--- config.mk ---
export PLATFORM = sky130hd
export DESIGN_NAME = therm_frame_decoder
export DESIGN_NICKNAME = d
export VERILOG_FILES = /design/src/rtl/therm_pkg.sv /design/src/rtl/dwa_channel.sv /design/src/rtl/therm_frame_decoder.sv
export SDC_FILE = /design/constraint.sdc
export NUM_CORES = 1
export LEC_CHECK = 0
export BUFFER_PORTS_ARGS = -buffer_cell sky130_fd_sc_hd__buf_4
export CORE_AREA = 10 10 89 91
export DETAILED_ROUTE_END_ITERATION = 8
export DIE_AREA = 0 0 99 101
export PLACE_DENSITY = 0.75
export SLEW_MARGIN = 20
export SYNTH_ARGS = -nofsm -noshare
export SYNTH_HDL_FRONTEND = slang
export SYNTH_SLANG_ARGS = --single-unit
--- constraint.sdc ---
create_clock -name clk -period 4.1 [get_ports clk]
set_clock_uncertainty 0.05 [all_clocks]
set_input_delay 0.41 -clock clk [delete_from_list [all_inputs] [get_ports clk]]
set_output_delay 0.41 -clock clk [all_outputs]
set_load 0.05 [all_outputs]
--- src/rtl/therm_pkg.sv ---
// Shared types and code-conversion helpers for the multi-channel thermometer decoder.
package therm_pkg;

  localparam int MAX_W = 64;

  typedef enum logic [1:0] {
    IDLE   = 2'd0,
    SHIFT  = 2'd1,
    UPDATE = 2'd2,
    HOLD   = 2'd3
  } state_e;

  function automatic int sat_code(input int code, input int w);
    return (code > w) ? w : code;
  endfunction

  // Sets 'code' consecutive bits starting at 'ptr', wrapping modulo w.
  function automatic logic [MAX_W-1:0] therm_rot(input int code, input int ptr, input int w);
    logic [MAX_W-1:0] v;
    int off;
    v = '0;
    for (int i = 0; i < MAX_W; i++) begin
      if (i < w) begin
        off = (i >= ptr) ? (i - ptr) : (i + w - ptr);
        if (off < code) v[i] = 1'b1;
      end
    end
    return v;
  endfunction

endpackage

--- src/rtl/dwa_channel.sv ---
// One DAC channel: converts a binary code to a static or DWA-rotated thermometer word.
module dwa_channel
  import therm_pkg::*;
#(
  parameter int D_W = 8,
  parameter int B_W = $clog2(D_W + 1)
) (
  input  logic           clk,
  input  logic           rst_n,
  input  logic [B_W-1:0] code_i,
  input  logic           load_i,
  input  logic           mode_dwa_i,
  output logic [D_W-1:0] therm_o
);

  localparam int PTR_W = (D_W > 1) ? $clog2(D_W) : 1;

  logic [D_W-1:0]   therm_q, therm_d;
  logic [PTR_W-1:0] ptr_q, ptr_d;
  int               sat;
  int               ptr_int;

  always_comb begin
    sat     = sat_code(int'(code_i), D_W);
    ptr_int = int'(ptr_q);
    therm_d = therm_q;
    ptr_d   = ptr_q;
    if (load_i) begin
      if (mode_dwa_i) begin
        therm_d = D_W'(therm_rot(sat, ptr_int, D_W));
        // A full-scale code uses every element, so the rotation point stays put.
        if (sat != D_W) ptr_d = PTR_W'((ptr_int + sat) % D_W);
      end else begin
        therm_d = D_W'(therm_rot(sat, 0, D_W));
        ptr_d   = '0;
      end
    end
  end

  always_ff @(posedge clk or negedge rst_n) begin
    if (!rst_n) begin
      therm_q <= '0;
      ptr_q   <= '0;
    end else begin
      therm_q <= therm_d;
      ptr_q   <= ptr_d;
    end
  end

  assign therm_o = therm_q;

endmodule

--- src/rtl/therm_frame_decoder.sv ---
// Framed serial receiver feeding N_CH thermometer channels; flags short and overrun frames.
module therm_frame_decoder
  import therm_pkg::*;
#(
  parameter int D_W  = 8,
  parameter int N_CH = 2,
  parameter int B_W  = $clog2(D_W + 1)
) (
  input  logic                clk,
  input  logic                rst_n,
  input  logic                serial_in,
  input  logic                frame_n,
  input  logic                mode_dwa,
  output logic [N_CH*D_W-1:0] thermometer_out,
  output logic                ready,
  output logic                frame_err
);

  localparam int FRAME_BITS = N_CH * B_W;
  localparam int CNT_W      = (FRAME_BITS > 1) ? $clog2(FRAME_BITS) : 1;
  localparam logic [CNT_W-1:0] LAST_CNT = CNT_W'(FRAME_BITS - 1);

  state_e                  state_q, state_d;
  logic [CNT_W-1:0]        cnt_q, cnt_d;
  logic [FRAME_BITS-1:0]   shift_q, shift_d;
  logic [FRAME_BITS-1:0]   buf_q, buf_d;
  logic [FRAME_BITS-1:0]   shifted;
  logic                    ready_q, ready_d;
  logic                    err_q, err_d;
  logic                    load;

  assign shifted = {shift_q[FRAME_BITS-2:0], serial_in};

  always_comb begin
    state_d = state_q;
    cnt_d   = cnt_q;
    shift_d = shift_q;
    buf_d   = buf_q;
    ready_d = 1'b0;
    err_d   = 1'b0;
    load    = 1'b0;
    unique case (state_q)
      IDLE: begin
        if (!frame_n) begin
          shift_d = FRAME_BITS'(serial_in);
          cnt_d   = CNT_W'(1);
          state_d = SHIFT;
        end
      end
      SHIFT: begin
        if (!frame_n) begin
          shift_d = shifted;
          if (cnt_q == LAST_CNT) begin
            buf_d   = shifted;
            cnt_d   = '0;
            state_d = UPDATE;
          end else begin
            cnt_d = cnt_q + 1'b1;
          end
        end else begin
          shift_d = '0;
          cnt_d   = '0;
          err_d   = 1'b1;
          state_d = IDLE;
        end
      end
      UPDATE: begin
        load    = 1'b1;
        ready_d = 1'b1;
        // frame_n still low here means a bit beyond the frame: the single overrun report.
        if (!frame_n) begin
          err_d   = 1'b1;
          state_d = HOLD;
        end else begin
          state_d = IDLE;
        end
      end
      HOLD: begin
        if (frame_n) state_d = IDLE;
      end
      default: state_d = IDLE;
    endcase
  end

  always_ff @(posedge clk or negedge rst_n) begin
    if (!rst_n) begin
      state_q <= IDLE;
      cnt_q   <= '0;
      shift_q <= '0;
      buf_q   <= '0;
      ready_q <= 1'b0;
      err_q   <= 1'b0;
    end else begin
      state_q <= state_d;
      cnt_q   <= cnt_d;
      shift_q <= shift_d;
      buf_q   <= buf_d;
      ready_q <= ready_d;
      err_q   <= err_d;
    end
  end

  // Channel 0 is sent first, so it sits in the most significant bits of the buffer.
  for (genvar g = 0; g < N_CH; g++) begin : g_ch
    dwa_channel #(
      .D_W (D_W),
      .B_W (B_W)
    ) u_ch (
      .clk        (clk),
      .rst_n      (rst_n),
      .code_i     (buf_q[FRAME_BITS-1-g*B_W -: B_W]),
      .load_i     (load),
      .mode_dwa_i (mode_dwa),
      .therm_o    (thermometer_out[g*D_W +: D_W])
    );
  end

  assign ready     = ready_q;
  assign frame_err = err_q;

endmodule

==> metrics.csv <==
metric,value,unit
Root Buffer,clkbuf_8,
Max Root-Sink Buffers,2,
critical path class,flop to flop,
Worst VDD drop,0.243,mV
dominant cell type by area after synthesis,dfrtp_1,
r2r worst-path depth,11,
grt ovf,0,
CTS resizes,0,
I/O pins,23,
multiplexer area fraction after synthesis,0.0183,
final hold slack,0.0408,ns
Synth Area in Adders,0.312,
number of synthesized flops with an enable pin,0,
Synth Area in Compound Gates,0.177,
Overall Global Routing Usage,0.157,
outcome,finished clean,
number of distinct library cells after synthesis,47,
CTS Buf Count,5,
most instantiated library cell after synthesis,ha_1,
Starting Density,0.583,
Ys Warns,0,
RePlAce Congestion,0.834,
TritonRoute pass-1 iters,4,
Vias,2706,
initial drt markers,132,
CP Launch Type,flop,
crit-path max FO,9,
final worst path period need,2.49,ns
Via-to-Cell Ratio,5.67,
fin. max-slew vios,0,
Post-synth ARST share,1.00,
CTS tree,done,
CP required,4.28,ns
Clock Latency Late Sink,0.29,ns
Worst-Margin Slew,1.10,ns
Synth top area share,0.304,
Worst Path Arrival,2.67,ns
vias in the first global route,2776,
area delta synth->final,7.88,%
Post-Syn Area per Cell,9.53,sq um
endpoints failing hold,0,
RR Endpoint,g_ch[0].u_ch.therm_o[4],
Die Width,99,um
diode count,0,
Yosys reg bits,44,
dominant cells by area after synthesis,"dfrtp_1 (30%), ha_1 (30%), inv_1 (4.7%), a21oi_1 (3.9%), a22o_1 (2.9%)",
ANT nets after route,0,
Synth Area in XOR/XNOR,0.00484,
setup_tns,0,ns
share of cells above drive strength 1,0.0975,
most instantiated cells after synthesis,"ha_1 (87), inv_1 (45), dfrtp_1 (44)",
Tightest Hold Check Type,input port to async pin,
first-pass GRT wire length,13.2,mm
DIE AREA,10000,sq um
FP Rows,29,
WL per Instance,16.2,um
crit end category,flop,
core area,6200,sq um
leakage,2.06,nW
H-tree Lvls,2,
register area share after synthesis,0.304,
Setup WS pre-CTS,1.59,ns
Synth Cell Area,3620,sq um
fin nets,494,
Finished Layout Cells,477,
Crit. Startpoint,g_ch[0].u_ch.ptr_q[1],
Placed Cells,470,
Post-Synthesis Cells,380,
number of max-cap violations,0,
largest net degree at the start of global routing,45,
setup violators final,0,
I/O Buffers,22,
die height,101,um
DRC,0,
post-CTS setup buffer count,0,
r2r setup slk,1.61,ns
crit path capture,g_ch[0].u_ch.therm_o[4],
largest family of logic cells by synthesized area,adder cells,
CTS sink count,44,
R2R Path Start,g_ch[0].u_ch.ptr_q[1],
worst setup margin,1.61,ns
final wirelength,7.71,mm
antenna violations before repair,0,
ys flop type,dfrtp_1,
Final HPWL DP,5.70,mm
Max-slew headroom,0.269,
f_max,401,MHz
Simple-Gate Fraction of Synth Area,0.113,
Post-CTS Hold Fix Bufs,0,
final worst-path cycle share,0.608,
clock transition at the registers of the reported paths,0.08,ns
RSZ-0062 raised after global routing,no,
power per cell area,279,nW/um^2
## critical path: stages, from the launching register on
cell,delay (ns)
dfrtp_1,0.58
inv_1,0.25
ha_1,0.28
inv_1,0.06
ha_1,0.13
inv_1,0.05
ha_1,0.26
inv_1,0.04
ha_1,0.28
a21oi_1,0.14
o221ai_1,0.14
a21oi_1,0.14
## layer usage
layer | track usage | wire length [um]
met1 | 0.207 | 3740
met2 | 0.258 | 3500
met3 | 0.0350 | 422
met4 | 0.0353 | 57
met5 | 0 | 0
## layout by cell type, fill, tap and decap left out, types with 7 or more instances in the layout
cell type  instances
ha_1              87
inv_1             45
dfrtp_1           44
a21oi_1           28
nor2_1            26
buf_4             23
nand2_1           21
o21ai_0           15
a22o_1            12
nor3_1             8
nand3b_1           8
nor2b_1            7
o22ai_1            7
## per-stage QoR
| stage | cell area, sq um | power [W] | utilization |
|---|---|---|---|
| floorplan | 3620 | 0.000736 | - |
| global placement | 3820 | 0.000833 | 0.616 |
| detailed placement | 3820 | 0.000840 | 0.616 |
| CTS | 3910 | 0.00110 | 0.629 |
| global route | 3910 | 0.00115 | 0.629 |
| finish | 3910 | 0.00109 | 0.629 |
## power by group
part,internal (W),leakage [nW],switching [W]
clock network,0.000115,0.0400,0.000147
registers,0.000476,0.529,0.0000331
logic,0.000106,1.49,0.000214
total,0.000697,2.06,0.000394
## cells by family after synthesis
kind of cell | count (synthesis)
buffers and inverters | 58
flip-flops | 44
AND/OR/NAND/NOR | 83
other | 1
adder cells (fa/ha/maj) | 89
multiplexers | 6
XOR/XNOR | 2
AO/OA/AOI/OAI | 97
## worst min path at each step
stage | to | slack (ns) | cells after the start
finish | g_ch[1].u_ch.therm_o[1] | 0.04 | 1
global route | g_ch[1].u_ch.therm_o[1] | 0.08 | 1
CTS | g_ch[1].u_ch.therm_o[1] | 0.07 | 1
detailed placement | g_ch[1].u_ch.therm_o[1] | 0.39 | 1
global placement | g_ch[1].u_ch.therm_o[1] | 0.38 | 1
floorplan | buf_q[0] | 0.06 | 0
## sequential cells by signal (all words and copies together) (netlist names)
name,flops
buf_q,8
g_ch.u_ch.therm_o,16
frame_err,1
cnt_q,3
shift_q,7
g_ch.u_ch.ptr_q,6
ready,1
state_q,2
## final cells by class
cell class	count	area (sq um)
fill	515	2300
multi-input combinational	279	2270
sequential	44	1100
inverter	47	181
timing repair buffer	23	173
tap	77	96.3
clock buffer	5	68.8
clock inverter	2	12.5
Power figures use the tool's default switching activity.
